File: config.mk
export PLATFORM = sky130hd
export DESIGN_NAME = vga_scan_ctrl
export DESIGN_NICKNAME = d
export VERILOG_FILES = /design/src/rtl/vga_timing_pkg.sv /design/src/rtl/vga_sync_delay.sv /design/src/rtl/vga_scan_ctrl.sv
export SDC_FILE = /design/constraint.sdc
export NUM_CORES = 1
export LEC_CHECK = 0
export ABC_AREA = 1
export BUFFER_PORTS_ARGS = -buffer_cell sky130_fd_sc_hd__buf_2
export CAP_MARGIN = 30
export CELL_PAD_IN_SITES_DETAIL_PLACEMENT = 0
export CELL_PAD_IN_SITES_GLOBAL_PLACEMENT = 2
export CORE_MARGIN = 2
export CORE_UTILIZATION = 29
export CTS_BUF_LIST = sky130_fd_sc_hd__clkbuf_8 sky130_fd_sc_hd__clkbuf_16
export CTS_CLUSTER_DIAMETER = 120
export DETAILED_ROUTE_END_ITERATION = 7
export PLACE_DENSITY = 0.76
export SYNTH_ARGS = -nofsm -noshare
export SYNTH_HDL_FRONTEND = slang
export SYNTH_SLANG_ARGS = --single-unit
File: constraint.sdc
create_clock -name CLK_100MHz -period 3.5 [get_ports CLK_100MHz]
set_input_delay 0 -clock CLK_100MHz [delete_from_list [all_inputs] [get_ports CLK_100MHz]]
set_output_delay 0 -clock CLK_100MHz [all_outputs]
set_load 0.05 [all_outputs]
File: src/rtl/vga_timing_pkg.sv
// vga_timing_pkg: 640x480@60 raster constants, widths and sync bundle type
// shared by the VGA scan controller and its sync delay line.
package vga_timing_pkg;
    localparam int H_ACTIVE  = 640;
    localparam int H_FP      = 16;
    localparam int H_SYNC    = 96;
    localparam int H_BP      = 48;
    localparam int H_TOTAL   = H_ACTIVE + H_FP + H_SYNC + H_BP;
    localparam int V_ACTIVE  = 480;
    localparam int V_FP      = 10;
    localparam int V_SYNC    = 2;
    localparam int V_BP      = 33;
    localparam int V_TOTAL   = V_ACTIVE + V_FP + V_SYNC + V_BP;
    localparam int PIX_COUNT = H_ACTIVE * V_ACTIVE;
    localparam int ADDR_W    = 19;
    localparam int CNT_W     = 10;

    typedef logic [CNT_W-1:0]  cnt_t;
    typedef logic [ADDR_W-1:0] addr_t;
    typedef struct packed {
        logic de;
        logic hs;
        logic vs;
    } sync_t;

    localparam sync_t SYNC_RST = '{de: 1'b0, hs: 1'b1, vs: 1'b1};

    function automatic logic in_range(input cnt_t x, input cnt_t lo, input cnt_t hi);
        return (x >= lo) && (x < hi);
    endfunction
endpackage

File: src/rtl/vga_sync_delay.sv
// vga_sync_delay: reset-cleared shift register that ages {de,hs,vs} by DEPTH
// clocks so sync and blanking line up with the printer's colour latency.
module vga_sync_delay #(
    parameter int             W       = 3,
    parameter int             DEPTH   = 2,
    parameter logic [W-1:0]   RST_VAL = '0
) (
    input  logic         clk,
    input  logic         rst_n,
    input  logic [W-1:0] i_d,
    output logic [W-1:0] o_q
);
    generate
        if (DEPTH == 0) begin : g_bypass
            assign o_q = i_d;
        end else begin : g_pipe
            logic [W-1:0] r_sr [DEPTH];
            always_ff @(posedge clk or negedge rst_n) begin
                if (!rst_n) begin
                    for (int i = 0; i < DEPTH; i++) r_sr[i] <= RST_VAL;
                end else begin
                    r_sr[0] <= i_d;
                    for (int i = 1; i < DEPTH; i++) r_sr[i] <= r_sr[i-1];
                end
            end
            assign o_q = r_sr[DEPTH-1];
        end
    endgenerate
endmodule

File: src/rtl/vga_scan_ctrl.sv
// vga_scan_ctrl: VGA raster generator feeding pixel addresses to the printer and
// driving latency-aligned sync plus blank-gated colour to the pins.
module vga_scan_ctrl
    import vga_timing_pkg::*;
#(
    parameter int CLK_DIV  = 4,
    parameter int PIPE_LAT = 2,
    parameter int H_ACT    = H_ACTIVE,
    parameter int H_FRONT  = H_FP,
    parameter int H_SW     = H_SYNC,
    parameter int H_BACK   = H_BP,
    parameter int V_ACT    = V_ACTIVE,
    parameter int V_FRONT  = V_FP,
    parameter int V_SW     = V_SYNC,
    parameter int V_BACK   = V_BP
) (
    input  logic              CLK_100MHz,
    input  logic              rst_n,
    input  logic [3:0]        pix_R,
    input  logic [3:0]        pix_G,
    input  logic [3:0]        pix_B,
    output logic [ADDR_W-1:0] pix_addr,
    output logic [CNT_W-1:0]  h_cnt,
    output logic [CNT_W-1:0]  v_cnt,
    output logic              frame_tick,
    output logic              VGA_HS,
    output logic              VGA_VS,
    output logic [3:0]        VGA_R,
    output logic [3:0]        VGA_G,
    output logic [3:0]        VGA_B
);
    localparam int               DIV_W    = (CLK_DIV > 1) ? $clog2(CLK_DIV) : 1;
    localparam logic [DIV_W-1:0] DIV_MAX  = DIV_W'(CLK_DIV - 1);
    localparam cnt_t             H_MAX    = cnt_t'(H_ACT + H_FRONT + H_SW + H_BACK - 1);
    localparam cnt_t             V_MAX    = cnt_t'(V_ACT + V_FRONT + V_SW + V_BACK - 1);
    localparam cnt_t             H_DE     = cnt_t'(H_ACT);
    localparam cnt_t             V_DE     = cnt_t'(V_ACT);
    localparam cnt_t             HS_ON    = cnt_t'(H_ACT + H_FRONT);
    localparam cnt_t             HS_OFF   = cnt_t'(H_ACT + H_FRONT + H_SW);
    localparam cnt_t             VS_ON    = cnt_t'(V_ACT + V_FRONT);
    localparam cnt_t             VS_OFF   = cnt_t'(V_ACT + V_FRONT + V_SW);
    localparam cnt_t             V_LAST   = cnt_t'(V_ACT - 1);
    localparam addr_t            ADDR_MAX = addr_t'(H_ACT * V_ACT - 1);

    logic [DIV_W-1:0] r_div;
    cnt_t             r_h, r_v;
    addr_t            r_addr;
    logic             r_tick, r_hs, r_vs;
    logic [3:0]       r_r, r_g, r_b;
    logic             w_pix_en, w_h_wrap;
    sync_t            w_sync, w_sync_dly;

    assign w_pix_en = (r_div == DIV_MAX);
    assign w_h_wrap = (r_h == H_MAX);
    assign w_sync   = '{de: (r_h < H_DE) && (r_v < V_DE),
                        hs: !in_range(r_h, HS_ON, HS_OFF),
                        vs: !in_range(r_v, VS_ON, VS_OFF)};

    // pix_addr only advances on active pixels, so blanking holds the next address to fetch
    always_ff @(posedge CLK_100MHz or negedge rst_n) begin
        if (!rst_n) begin
            r_div  <= '0;
            r_h    <= '0;
            r_v    <= '0;
            r_addr <= '0;
            r_tick <= 1'b0;
        end else begin
            r_div  <= w_pix_en ? '0 : r_div + 1'b1;
            r_tick <= w_pix_en && w_h_wrap && (r_v == V_LAST);
            if (w_pix_en) begin
                r_h <= w_h_wrap ? '0 : r_h + 1'b1;
                if (w_h_wrap) r_v <= (r_v == V_MAX) ? '0 : r_v + 1'b1;
                if (w_sync.de) r_addr <= (r_addr == ADDR_MAX) ? '0 : r_addr + 1'b1;
            end
        end
    end

    vga_sync_delay #(
        .W       (3),
        .DEPTH   (PIPE_LAT),
        .RST_VAL (SYNC_RST)
    ) u_sync_delay (
        .clk   (CLK_100MHz),
        .rst_n (rst_n),
        .i_d   (w_sync),
        .o_q   (w_sync_dly)
    );

    always_ff @(posedge CLK_100MHz or negedge rst_n) begin
        if (!rst_n) begin
            r_hs <= 1'b1;
            r_vs <= 1'b1;
            r_r  <= 4'h0;
            r_g  <= 4'h0;
            r_b  <= 4'h0;
        end else begin
            r_hs <= w_sync_dly.hs;
            r_vs <= w_sync_dly.vs;
            r_r  <= w_sync_dly.de ? pix_R : 4'h0;
            r_g  <= w_sync_dly.de ? pix_G : 4'h0;
            r_b  <= w_sync_dly.de ? pix_B : 4'h0;
        end
    end

    assign pix_addr   = r_addr;
    assign h_cnt      = r_h;
    assign v_cnt      = r_v;
    assign frame_tick = r_tick;
    assign VGA_HS     = r_hs;
    assign VGA_VS     = r_vs;
    assign VGA_R      = r_r;
    assign VGA_G      = r_g;
    assign VGA_B      = r_b;
endmodule

==> run summary <==
The fraction of final layout cells with drive strength greater than 1 was 0.249. After floorplanning, the core was sized to cover 10200 um^2. Across the run, the number of max-cap violations was 0. The run gives 0 as the initial antenna violation count. In the synthesized netlist the dominant register cell turns out to be sky130_fd_sc_hd__dfrtp_1. Clock-pin slew was measured on the worst setup and hold paths at 70 ps. Entering global routing, the biggest net connects 34 pins.

The run gives 30 as the count of unique library cells instantiated by Yosys. The cell sitting at the root of the clock tree is a sky130_fd_sc_hd__clkbuf_8. The number of warning messages in the yosys log was 0; the fraction of the cycle the final worst path needs was 0.531. At the pin with the least slew margin, the transition time is 727 ps.

Ranked by instance count, the synthesized netlist is headed by sky130_fd_sc_hd__nand2_1 (88), sky130_fd_sc_hd__dfrtp_1 (56), sky130_fd_sc_hd__inv_1 (53), sky130_fd_sc_hd__nor2_1 (27), sky130_fd_sc_hd__nand3_1 (26). The cell count after synthesis came out at 359. The worst setup path is launched from a register.

Overall power consumption after layout is estimated at 1440 uW. The final-layout fill cell count came out at 1070. The number of flops mapped to enable cells by yosys is 0, and the clock power share is 0.447. Counting along the longest clock path gives a buffer depth of 2. The overall track demand over capacity in global routing is 0.140, and the worst-case vdd ir drop is 189 uV.

In this run the remaining antenna-violating nets after routing total 0. After clock tree synthesis, the repair step resized 0 gates. First-pass iteration count of the detailed router: 6.

The number of post-CTS setup repair buffers came out at 0. For this run, the top clock speed supported by timing is 0.538 GHz. Of all nets on the critical path, the largest fanout is 20. The repair_antennas step left the layout with diodes totalling 0. Setup violations remaining at the end of the flow were counted as 0.

The class of the tightest hold or removal check is input port to asynchronous set/reset pin. Using the TritonRoute via totals, the vias-per-cell ratio works out to 4.45. The final route contains 2605 vias. The flow ran to the end, and the final reports show no timing, DRC or antenna violations.

The start-to-end type of the worst setup path is register to register. The logs give 0 for the number of hold-slack violations in the final timing report and 0.00192 uW for the leakage power summed over all cells. Routability-driven placement finished with a final weighted congestion of 0.764. The worst path in the final design needs a cycle of 1860 ps, including I/O delays and setup. The run gives 350 ps as the clock network latency to the later pin of the worst-skew pair. The die span in x is 106 um. The average footprint of a synthesized cell was 8.44 um^2; the total nets after synthesis was 379. For the cell area reported after detailed placement, the log shows 3500 um^2. The detailed router finished its first iteration with 59 violations. The H-tree generated during clock tree synthesis spans 3 levels.

The sequential fraction of the synthesis area was 0.514. The routed wire length was 7280 um. The worst endpoint required time is 3740 ps, and the cell internal power dissipation is 1110 uW. TritonCTS built the clock tree. Compared with the post-synthesis result, the final layout area differs by 26.4%. For this design the ratio of total power to cell area is 376 nW/um^2.

Summing every instance area after synthesis gives 3030 um^2. Relative slew slack: 0.514. In the final routed layout, each cell accounts on average for 12.4 um.

Number of global-route vias before repair: 2525. For the final database, setup skew stands at 10.1 ps. The final standard cell area without fillers is 3830 um^2. The library cell with the largest summed area after synthesis was sky130_fd_sc_hd__dfrtp_1. The switching portion of total power works out to 0.231. The tools report the CTS sink count as 62. The share of flip-flops with an asynchronous set or reset after synthesis was 1.00; the total global routing overflow was 0. The area share of the leading cell type in the synthesized netlist is 0.462, and the clock buffer count from CTS is 9.

The number of buffers added to fix hold violations after cts is 13, and the number of core rows is 37. The run gives 0.296 as the initial cell density of the core. After detailed routing, the number of remaining DRC violations is 0. Setup repair after global routing left no endpoint under its margin.

The type of element capturing the critical path is a register. STA puts the critical path data arrival time at 2100 ps. In this run the vertical extent of the chip is 106 um. The top-level I/O count was 68.

The first global-routing pass estimated 12200 um of wire. After routing, the total negative slack on setup checks comes to 0 ps. For this design the total switching power over the nets is 333 uW.

The die covers 11300 um^2. The register share of total power is 0.503, and the number of port buffers is 67. The tools report the combinational cell fraction of total power as 0.050. sky130_fd_sc_hd__nand2_1 is the most common cell in the netlist.

In the post-synthesis netlist, the biggest area contributors are sky130_fd_sc_hd__dfrtp_1 (46%), sky130_fd_sc_hd__nand2_1 (11%), sky130_fd_sc_hd__inv_1 (6.6%), sky130_fd_sc_hd__dfstp_2 (5.2%), sky130_fd_sc_hd__nand3_1 (4.3%). The total number of nets in the final design is 465. The HPWL reported at the end of detailed placement was 5190 um.

The total of flip-flops plus latches after synthesis is 62, and the final max-slew violation count is 0.
[path summary, 6_finish.rpt]
path	cells after the start	slack [ps]	from	to
worst max-delay path	5	1640	r_div[0]	pix_addr[16]
worst min-delay path	2	220	rst_n	pix_addr[16]
worst max register to register	5	1640	r_div[0]	pix_addr[16]
worst min register to register	0	350	u_sync_delay.g_pipe.r_sr[5]	u_sync_delay.o_q[2]
max in group asynchronous	3	2350	rst_n	u_sync_delay.g_pipe.r_sr[3]
min in group CLK_100MHz	0	350	u_sync_delay.g_pipe.r_sr[5]	u_sync_delay.o_q[2]
[logic make-up (layout without fill, tap and decap cells)]
| group | count (synthesis) | after routing | share of synthesized area |
|---|---|---|---|
| AOI/OAI and AO/OA | 27 | 27 | 0.0471 |
| xor gates and xnor gates | 15 | 15 | 0.0433 |
| adders and majority gates | 6 | 6 | 0.0248 |
| buffers and inverters | 63 | 154 | 0.0850 |
| DFF | 62 | 62 | 0.514 |
| and+or+nand+nor | 186 | 186 | 0.286 |
[final cells by class]
class / count / area (um^2) / share of cell area
flip-flops and latches: 62 / 1560 / 0.407
multi-input cells: 234 / 1210 / 0.317
repair buffers: 81 / 473 / 0.123
inverters: 57 / 214 / 0.0558
well taps: 136 / 170 / 0.0444
clock buffers: 11 / 151 / 0.0395
clock inverters: 5 / 50.0 / 0.0131
[cell usage in the layout, fill, tap and decap left out, drive strengths merged, types with 4 or more instances in the layout]
cell type and count:
xnor2 4, xor2 11, nor3 11, dfstp 6, clkbuf 11, ha 6, nand4 17, dlygate4sd3 13
nand2 91, buf 68, a21oi 6, dfrtp 56, inv 58, nor2 35, nand3 28, o21ai 21
[per-layer routing]
| layer | global-route usage | vias to the layer above | part of all wire |
|---|---|---|---|
| met5 | 0 | - | 0 |
| met4 | 0.0620 | 0 | 0.019 |
| met3 | 0.0405 | 10 | 0.048 |
| met2 | 0.222 | 53 | 0.45 |
| met1 | 0.176 | 1234 | 0.48 |
| li1 | - | 1308 | - |
[stage by stage]
step	worst slack, ps	hold WS [ps]	std cells	util
after CTS	1590	244	586	0.375
after floorplan	1710	-296	359	-
final	1640	224	586	0.375
after global routing	1360	272	586	0.375
after global placement	1650	77.7	557	0.342
after detailed placement	1570	90.6	557	0.342
[registers in the layout, summed over array words and instances, names as in the netlist]
register / cells
VGA_B: 4
v_cnt: 10
frame_tick: 1
VGA_VS: 1
r_div: 2
u_sync_delay.g_pipe.r_sr: 3
VGA_HS: 1
VGA_G: 4
VGA_R: 4
h_cnt: 10
pix_addr: 19
u_sync_delay.o_q: 3
[worst max-delay path: stages (launching register included)]
cell,delay (ps)
sky130_fd_sc_hd__dfrtp_1,350
sky130_fd_sc_hd__ha_1,360
sky130_fd_sc_hd__inv_1,90
sky130_fd_sc_hd__nor2_2,590
sky130_fd_sc_hd__nand3_1,170
sky130_fd_sc_hd__xor2_1,190
[power by group through the flow]
stage | Clock, uW | Sequential [uW] | Combinational (uW)
global placement | 0 | 738 | 61.9
finish | 644 | 725 | 71.3
detailed placement | 0 | 739 | 62.5
floorplan | 0 | 765 | 5.01
global route | 706 | 725 | 78.4
CTS | 678 | 725 | 73.6
(Power assumes the default switching activity.)
